## config.mk

```make
export PLATFORM = sky130hd
export DESIGN_NAME = pipeexe_md
export DESIGN_NICKNAME = d
export VERILOG_FILES = /design/src/rtl/pipeexe_md.sv
export SDC_FILE = /design/constraint.sdc
export NUM_CORES = 2
export LEC_CHECK = 0
export BUFFER_PORTS_ARGS = -buffer_cell sky130_fd_sc_hd__buf_4
export CORE_MARGIN = 10
export CORE_UTILIZATION = 55
export DETAILED_ROUTE_END_ITERATION = 8
export PLACE_DENSITY_LB_ADDON = 0.1
export SLEW_MARGIN = 20
export SYNTH_ARGS = -nofsm -noshare
export SYNTH_HDL_FRONTEND = slang
export SYNTH_SLANG_ARGS = --single-unit
export TNS_END_PERCENT = 30
```

## constraint.sdc

```tcl
create_clock -name clock -period 9.9 [get_ports clock]
set_clock_uncertainty 0.2 [all_clocks]
set_input_delay 1.485 -clock clock [delete_from_list [all_inputs] [get_ports clock]]
set_output_delay 1.485 -clock clock [all_outputs]
set_load 0.01 [all_outputs]
```

## src/rtl/pipeexe_md.sv

```systemverilog
// Execute stage: single-cycle ALU with jal link path, plus an iterative
// radix-2 multiply/divide unit owning the architectural HI/LO registers.
//
// state  | meaning
// -------+-----------------------------------------------------------
// S_IDLE | no MD op in flight; an MD op in EXE asserts estall
// S_RUN  | one shift-add / restoring-divide step per cycle, estall high
// S_DONE | result in HI/LO, MD instruction leaves EXE, emd_op ignored
module pipeexe_md #(
   parameter int          WIDTH    = 32,
   parameter int          SAW      = $clog2(WIDTH),
   parameter logic [4:0]  LINK_REG = 5'd31,
   parameter int          LINK_OFS = 8
) (
   input  logic             clock,
   input  logic             reset,
   input  logic [3:0]       ealuc,
   input  logic             ealuimm,
   input  logic             eshift,
   input  logic             ejal,
   input  logic [WIDTH-1:0] ea,
   input  logic [WIDTH-1:0] eb,
   input  logic [WIDTH-1:0] eimm,
   input  logic [WIDTH-1:0] epc4,
   input  logic [4:0]       ern0,
   input  logic [3:0]       emd_op,
   output logic [WIDTH-1:0] ealu,
   output logic [4:0]       ern,
   output logic             estall,
   output logic             ebusy
);

   localparam int CW = $clog2(WIDTH + 1);
   localparam logic [WIDTH-1:0] LP_LINK_ADJ = WIDTH'(LINK_OFS - 4);

   localparam logic [3:0] MD_MULT  = 4'd1;
   localparam logic [3:0] MD_MULTU = 4'd2;
   localparam logic [3:0] MD_DIV   = 4'd3;
   localparam logic [3:0] MD_DIVU  = 4'd4;
   localparam logic [3:0] MD_MFHI  = 4'd5;
   localparam logic [3:0] MD_MFLO  = 4'd6;
   localparam logic [3:0] MD_MTHI  = 4'd7;
   localparam logic [3:0] MD_MTLO  = 4'd8;

   typedef enum logic [1:0] {
      S_IDLE = 2'd0,
      S_RUN  = 2'd1,
      S_DONE = 2'd2
   } state_t;

   state_t             r_state;
   logic [CW-1:0]      r_count;
   logic [WIDTH-1:0]   r_acc;
   logic [WIDTH-1:0]   r_q;
   logic [WIDTH-1:0]   r_m;
   logic               r_div;
   logic               r_neg_q;
   logic               r_neg_r;
   logic [WIDTH-1:0]   r_hi;
   logic [WIDTH-1:0]   r_lo;

   logic [WIDTH-1:0]   w_sa;
   logic [WIDTH-1:0]   w_alua;
   logic [WIDTH-1:0]   w_alub;
   logic [SAW-1:0]     w_shamt;
   logic [WIDTH-1:0]   w_alu;

   logic               w_md_op;
   logic               w_is_div;
   logic               w_signed;
   logic               w_start;
   logic               w_a_neg;
   logic               w_b_neg;
   logic [WIDTH-1:0]   w_a_mag;
   logic [WIDTH-1:0]   w_b_mag;

   logic [WIDTH:0]     w_msum;
   logic [2*WIDTH-1:0] w_mul_next;
   logic [2*WIDTH-1:0] w_prod_fix;
   logic [WIDTH:0]     w_rsh;
   logic [WIDTH:0]     w_diff;
   logic               w_ge;
   logic [WIDTH-1:0]   w_div_rem;
   logic [WIDTH-1:0]   w_div_q;
   logic [WIDTH-1:0]   w_quo_fix;
   logic [WIDTH-1:0]   w_rem_fix;

   // ALU operand selection; shift amount comes from the shamt field of eimm
   always_comb begin
      w_sa    = {{(WIDTH-SAW){1'b0}}, eimm[SAW+5:6]};
      w_alua  = eshift ? w_sa : ea;
      w_alub  = ealuimm ? eimm : eb;
      w_shamt = w_alua[SAW-1:0];
   end

   // ALU function decode
   always_comb begin
      w_alu = '0;
      casez (ealuc)
         4'b?000: w_alu = w_alua + w_alub;
         4'b?100: w_alu = w_alua - w_alub;
         4'b?001: w_alu = w_alua & w_alub;
         4'b?101: w_alu = w_alua | w_alub;
         4'b?010: w_alu = w_alua ^ w_alub;
         4'b?110: w_alu = w_alub << (WIDTH/2);
         4'b0011: w_alu = w_alub << w_shamt;
         4'b0111: w_alu = w_alub >> w_shamt;
         4'b1111: w_alu = $signed(w_alub) >>> w_shamt;
         default: w_alu = '0;
      endcase
   end

   // Stage result and destination register
   always_comb begin
      if (ejal)
         ealu = epc4 + LP_LINK_ADJ;
      else if (emd_op == MD_MFHI)
         ealu = r_hi;
      else if (emd_op == MD_MFLO)
         ealu = r_lo;
      else
         ealu = w_alu;
      ern = ejal ? LINK_REG : ern0;
   end

   // MD op decode and operand magnitudes for the start edge
   always_comb begin
      w_md_op  = (emd_op == MD_MULT) || (emd_op == MD_MULTU) ||
                 (emd_op == MD_DIV)  || (emd_op == MD_DIVU);
      w_is_div = (emd_op == MD_DIV) || (emd_op == MD_DIVU);
      w_signed = (emd_op == MD_MULT) || (emd_op == MD_DIV);
      w_start  = (r_state == S_IDLE) && w_md_op;
      w_a_neg  = w_signed & ea[WIDTH-1];
      w_b_neg  = w_signed & eb[WIDTH-1];
      w_a_mag  = w_a_neg ? -ea : ea;
      w_b_mag  = w_b_neg ? -eb : eb;
      estall   = w_start || (r_state == S_RUN);
      ebusy    = (r_state != S_IDLE);
   end

   // One iteration step: shift-add multiply or restoring divide, plus sign fix
   always_comb begin
      w_msum     = {1'b0, r_acc} + (r_q[0] ? {1'b0, r_m} : {(WIDTH+1){1'b0}});
      w_mul_next = {w_msum, r_q[WIDTH-1:1]};
      w_prod_fix = r_neg_q ? -w_mul_next : w_mul_next;
      w_rsh      = {r_acc, r_q[WIDTH-1]};
      w_diff     = w_rsh - {1'b0, r_m};
      w_ge       = ~w_diff[WIDTH];
      w_div_rem  = w_ge ? w_diff[WIDTH-1:0] : w_rsh[WIDTH-1:0];
      w_div_q    = {r_q[WIDTH-2:0], w_ge};
      w_quo_fix  = r_neg_q ? -w_div_q : w_div_q;
      w_rem_fix  = r_neg_r ? -w_div_rem : w_div_rem;
   end

   // MD sequencer, iteration registers and HI/LO
   always_ff @(posedge clock) begin
      if (reset) begin
         r_state <= S_IDLE;
         r_count <= '0;
         r_acc   <= '0;
         r_q     <= '0;
         r_m     <= '0;
         r_div   <= 1'b0;
         r_neg_q <= 1'b0;
         r_neg_r <= 1'b0;
         r_hi    <= '0;
         r_lo    <= '0;
      end else begin
         case (r_state)
            S_IDLE: begin
               if (w_start) begin
                  if (w_is_div && (eb == '0)) begin
                     r_lo    <= '1;
                     r_hi    <= ea;
                     r_state <= S_DONE;
                  end else begin
                     r_acc   <= '0;
                     r_q     <= w_a_mag;
                     r_m     <= w_b_mag;
                     r_div   <= w_is_div;
                     r_neg_q <= w_a_neg ^ w_b_neg;
                     r_neg_r <= w_a_neg;
                     r_count <= CW'(WIDTH);
                     r_state <= S_RUN;
                  end
               end else if (emd_op == MD_MTHI) begin
                  r_hi <= ea;
               end else if (emd_op == MD_MTLO) begin
                  r_lo <= ea;
               end
            end
            S_RUN: begin
               if (r_div) begin
                  r_acc <= w_div_rem;
                  r_q   <= w_div_q;
               end else begin
                  r_acc <= w_mul_next[2*WIDTH-1:WIDTH];
                  r_q   <= w_mul_next[WIDTH-1:0];
               end
               r_count <= r_count - CW'(1);
               if (r_count == CW'(1)) begin
                  if (r_div) begin
                     r_hi <= w_rem_fix;
                     r_lo <= w_quo_fix;
                  end else begin
                     r_hi <= w_prod_fix[2*WIDTH-1:WIDTH];
                     r_lo <= w_prod_fix[WIDTH-1:0];
                  end
                  r_state <= S_DONE;
               end
            end
            S_DONE: begin
               r_state <= S_IDLE;
            end
            default: begin
               r_state <= S_IDLE;
            end
         endcase
      end
   end

endmodule

```

==> results.json <==
{
  "synth_cell_type_count": 87,
  "num_io_pins": 185,
  "power_density_nw_per_um2": 113.5,
  "num_cts_buffers": 17,
  "gr-total-overflow": 0,
  "mostFrequentLayoutCells": "459 x sky130_fd_sc_hd__nand2_1, 443 x sky130_fd_sc_hd__nor2_1, 369 x sky130_fd_sc_hd__a21oi_1, 264 x sky130_fd_sc_hd__o21ai_0, 251 x sky130_fd_sc_hd__buf_4",
  "maxCapViolCount": 0,
  "design_area_sq_um": 28500,
  "final_min_period_over_clock_period_pct": 90.46,
  "post-cts-setup-buffer-count": 0,
  "leakage_power_nw": 11.74,
  "postLayoutCoreUtil_pct": 59.94,
  "maximum_net_fanout_on_the_critical_path": 36,
  "syn2layout_area_growth_pct": 8.317,
  "tritoncts": "yes",
  "critical_path_arrival_ns": 7.27,
  "r2r_slack_ns": 3.17,
  "ff2ff_path_depth": 20,
  "detailed_place.area_sq_um": 27910,
  "grt_setup_unrepaired": "false",
  "netlist_area_sq_um": 26310,
  "ys_warn_count": 0,
  "fillCellCount": 4743,
  "detailroute.via_count": 30760,
  "max-slew-margin-rel_pct": 25.61,
  "cpPeakStageDelay_ns": 0.61,
  "path_clk_slew_ns": 0.07,
  "synth-edff-count": 0,
  "grt_first_pass_wirelength_um": 172300,
  "internal_power_w": 0.001688,
  "grt_start_max_net_pins": 87,
  "number_of_antenna_violations_at_the_first_check_in_global_routing": 5,
  "cp_slowest_cell": "sky130_fd_sc_hd__mux2i_1",
  "avgViaCountPerCell": 6.827,
  "worst_setup_path_end_kind": "output port",
  "dp_hpwl_um": 89670,
  "hold_path.class": "flip-flop to flip-flop",
  "grt_pass1_vias": 27360,
  "final_std_cells_w_o_fill": 4506,
  "critical-path-top-delay-family": "compound AO/OA/AOI/OAI gates",
  "placedCellCount": 4472,
  "finalHoldViolations": 0,
  "power.sequential.fraction_pct": 26.1,
  "1st_pass_router_iterations": 7,
  "routedWlPerCell_um": 25.85,
  "route.antenna.remaining_nets": 0,
  "synth.avg_cell_area_sq_um": 6.728,
  "final_max_slew_viol_count": 0,
  "grt.total_usage_pct": 39.09,
  "synthesis_stage_register_bit_count": 171,
  "floorplan.die.width_um": 238.7,
  "cts-hold-fix-buffers": 0,
  "crit_buf_inv": 2,
  "worstPathCellList": "buf_4 > mux2i_1 > ha_1 > nand2_1 > or4_1 > nor2_1 > a21oi_1 > xnor2_1 > ha_1 > a21o_1 > a21o_1 > a21o_1 > a21o_1 > a21o_1 > o21ai_0 > nand2b_1 > a21oi_1 > xor2_1 > nor2_1 > a2111oi_0 > o22ai_1 > buf_4",
  "synthesized_netlist_net_count": 4228,
  "cts_root_buf": "sky130_fd_sc_hd__clkbuf_16",
  "synth-seq-area-share_pct": 13.01,
  "cp_common_cell": "sky130_fd_sc_hd__a21o_1",
  "iteration_0_drc_markers": 4445,
  "power.share.combinational_pct": 52.5,
  "fraction_of_registers_with_async_set_or_reset_after_synthesis_pct": 0,
  "clock_latency_ns": 0.48,
  "timing.rr.end": "r_hi[26]",
  "peak_freq_mhz": 111.7,
  "clk_path_buf_depth": 2,
  "net-switching-power_w": 0.001548,
  "routed_wirelength_um": 116500,
  "timing.rr.start": "r_m[0]",
  "initial_core_util_pct": 55.34,
  "power.total_w": 0.003236,
  "total_negative_setup_slack_ns": 0,
  "crit_path_required_time_ns": 8.22,
  "cts-resized-gates": 0,
  "worstSetupEndpoint": "ealu[18]",
  "post-route-drc-count": 0,
  "cts.sink_count": 171,
  "run_status": "finished, final reports clean",
  "core_region_area_sq_um": 47550,
  "vdd.ir_drop.worst_mv": 0.1534,
  "htree_levels": 4,
  "logic_depth_of_the_worst_path_buffers_included": 22,
  "worst-slew-pin-transition_ns": 1.107,
  "synthCells": 3911,
  "timing.final.crit_period_ns": 8.955,
  "drive_above_1_share_pct": 8.845,
  "most_common_library_cell_in_the_layout_ignoring_fill_and_taps": "sky130_fd_sc_hd__nand2_1",
  "pwr-share-clk_pct": 21.4,
  "final-setup-viol-count": 0,
  "gp_routability_congestion": 1.094,
  "std_cell_rows": 80,
  "design.final.nets": 4193,
  "die_area_sq_um": 56990,
  "io_buffers": 184,
  "crit_path_start_kind": "primary input",
  "critPathLaunch": "ealuimm",
  "die_height_um": 238.7,
  "synth_top_flop_cell": "sky130_fd_sc_hd__dfxtp_1",
  "power.switching_fraction_pct": 47.83,
  "timing.setup.critical_path_class": "primary input to output port"
}
flip-flops by register name, summed over array words and instances (netlist names):
register / cells
r_neg_q: 1
r_neg_r: 1
r_acc: 32
r_div: 1
r_m: 32
r_count: 6
r_hi: 32
r_lo: 32
r_state: 2
r_q: 32
how the worst min path moves through the flow:
stage	depth (start not counted)	start	to	slack, ns
final	2	r_m[31]	r_m[31]	0.26
after global routing	2	r_lo[12]	r_lo[12]	0.28
after CTS	2	r_lo[22]	r_lo[22]	0.26
after detailed placement	2	r_lo[22]	r_lo[22]	0.25
after global placement	2	r_hi[10]	r_hi[10]	0.23
after floorplan	2	r_hi[30]	r_hi[30]	0.21
worst reg2reg max path: stages (launching register included):
cell and delay [ns]:
sky130_fd_sc_hd__dfxtp_1 0.58, sky130_fd_sc_hd__ha_1 0.29, sky130_fd_sc_hd__inv_1 0.07, sky130_fd_sc_hd__fa_1 0.47
sky130_fd_sc_hd__a211oi_1 0.33, sky130_fd_sc_hd__o21ai_1 0.27, sky130_fd_sc_hd__a32oi_1 0.61, sky130_fd_sc_hd__a211o_1 0.30
sky130_fd_sc_hd__a31o_2 0.37, sky130_fd_sc_hd__nand2_2 0.43, sky130_fd_sc_hd__inv_1 0.24, sky130_fd_sc_hd__buf_4 0.40
sky130_fd_sc_hd__nor2_1 0.07, sky130_fd_sc_hd__a21oi_1 0.19, sky130_fd_sc_hd__ha_1 0.23, sky130_fd_sc_hd__o211a_1 0.27
sky130_fd_sc_hd__nand4_1 0.28, sky130_fd_sc_hd__o41ai_1 0.49, sky130_fd_sc_hd__xnor2_1 0.14, sky130_fd_sc_hd__mux2i_1 0.28
sky130_fd_sc_hd__a21oi_1 0.11
layer usage:
layer,vias up,track usage (%),wire length [um]
li1,14130,-,-
met1,14320,50.42,45390
met2,1948,60.01,50680
met3,366,7.815,13230
met4,2,21.55,7177
met5,-,0,11
stage by stage:
stage          setup WS, ns  hold WS, ns
2_1_floorplan         1.872       0.2088
3_5_place_dp          1.146       0.2486
3_3_place_gp          1.325       0.2348
5_1_grt              0.6396       0.2788
4_1_cts               1.104       0.2574
6_report             0.9447       0.2593
cells in the mapped netlist, types with 12 or more instances:
cell type                  count  area (sq um)
sky130_fd_sc_hd__nand3_1      64         320.3
sky130_fd_sc_hd__o31ai_1      47         352.8
sky130_fd_sc_hd__or4_1        16         120.1
sky130_fd_sc_hd__nor4_1       16         100.1
sky130_fd_sc_hd__inv_1       141         529.3
sky130_fd_sc_hd__buf_2        14         70.07
sky130_fd_sc_hd__mux2_2       12         135.1
sky130_fd_sc_hd__a311oi_1     15         131.4
sky130_fd_sc_hd__o41ai_1      18         157.7
sky130_fd_sc_hd__buf_1        35         131.4
sky130_fd_sc_hd__and3_1       35         219.0
sky130_fd_sc_hd__and2_1       19         118.9
sky130_fd_sc_hd__or2_2        15         93.84
sky130_fd_sc_hd__a21o_1       54         405.4
sky130_fd_sc_hd__nor2_1      444          1667
sky130_fd_sc_hd__clkbuf_1    256         960.9
sky130_fd_sc_hd__dfxtp_1     171          3423
sky130_fd_sc_hd__nand2b_1     50         312.8
sky130_fd_sc_hd__o21a_1       17         127.6
sky130_fd_sc_hd__a211oi_1    125         938.4
sky130_fd_sc_hd__nor2b_1      14         87.58
sky130_fd_sc_hd__or3_1        45         281.5
sky130_fd_sc_hd__a211o_1      18         157.7
sky130_fd_sc_hd__nor3b_1      14         105.1
sky130_fd_sc_hd__xor2_1      115          1007
sky130_fd_sc_hd__a21oi_1     370          1852
sky130_fd_sc_hd__ha_1        168          2102
sky130_fd_sc_hd__nor3_1       82         410.4
sky130_fd_sc_hd__o21bai_1     14         105.1
sky130_fd_sc_hd__a31oi_1      31         193.9
sky130_fd_sc_hd__o22ai_1      19         118.9
sky130_fd_sc_hd__mux2i_1     196          1962
sky130_fd_sc_hd__nand2_1     460          1727
sky130_fd_sc_hd__and4_1       13         113.9
sky130_fd_sc_hd__xnor2_1     174          1524
sky130_fd_sc_hd__a221oi_1     23         201.4
sky130_fd_sc_hd__nand4_1      31         193.9
sky130_fd_sc_hd__o21ai_0     265          1326
sky130_fd_sc_hd__o211ai_1     75         563.0
sky130_fd_sc_hd__o221ai_1     37         324.1
sky130_fd_sc_hd__o21ai_1      16         80.08
cell type report:
type | instances | area [sq um] | share of cell area (%)
multi-input cells | 3289 | 21270 | 74.62
flip-flops and latches | 171 | 3428 | 12.03
repair buffers | 252 | 1904 | 6.682
well taps | 615 | 769.5 | 2.700
inverters | 145 | 544.3 | 1.910
clock buffers | 18 | 429.2 | 1.506
clock inverters | 14 | 153.9 | 0.5400
diodes | 2 | 5.005 | 0.01756
logic make-up (layout without fill, tap and decap cells):
| kind of cell | Yosys count | count (layout) | synth area share, % |
|---|---|---|---|
| AO/OA/AOI/OAI | 1263 | 1263 | 30.91 |
| adder cells (fa/ha/maj) | 171 | 171 | 8.217 |
| other | 0 | 2 | 0 |
| XOR/XNOR | 289 | 289 | 9.620 |
| buffers and inverters | 451 | 429 | 6.529 |
| flip-flops | 171 | 171 | 13.01 |
| multiplexers | 210 | 210 | 8.141 |
| AND/OR/NAND/NOR | 1356 | 1356 | 23.58 |
power groups by stage:
stage / clock, W / sequential (W) / combinational [W]
after detailed placement: 0 / 0.000854 / 0.00163
after global placement: 0 / 0.000852 / 0.00163
after global routing: 0.000720 / 0.000850 / 0.00181
after floorplan: 0 / 0.000798 / 0.00113
after CTS: 0.000695 / 0.000838 / 0.00164
final: 0.000693 / 0.000844 / 0.00170
Note: power is estimated with default switching activity, not from simulation.
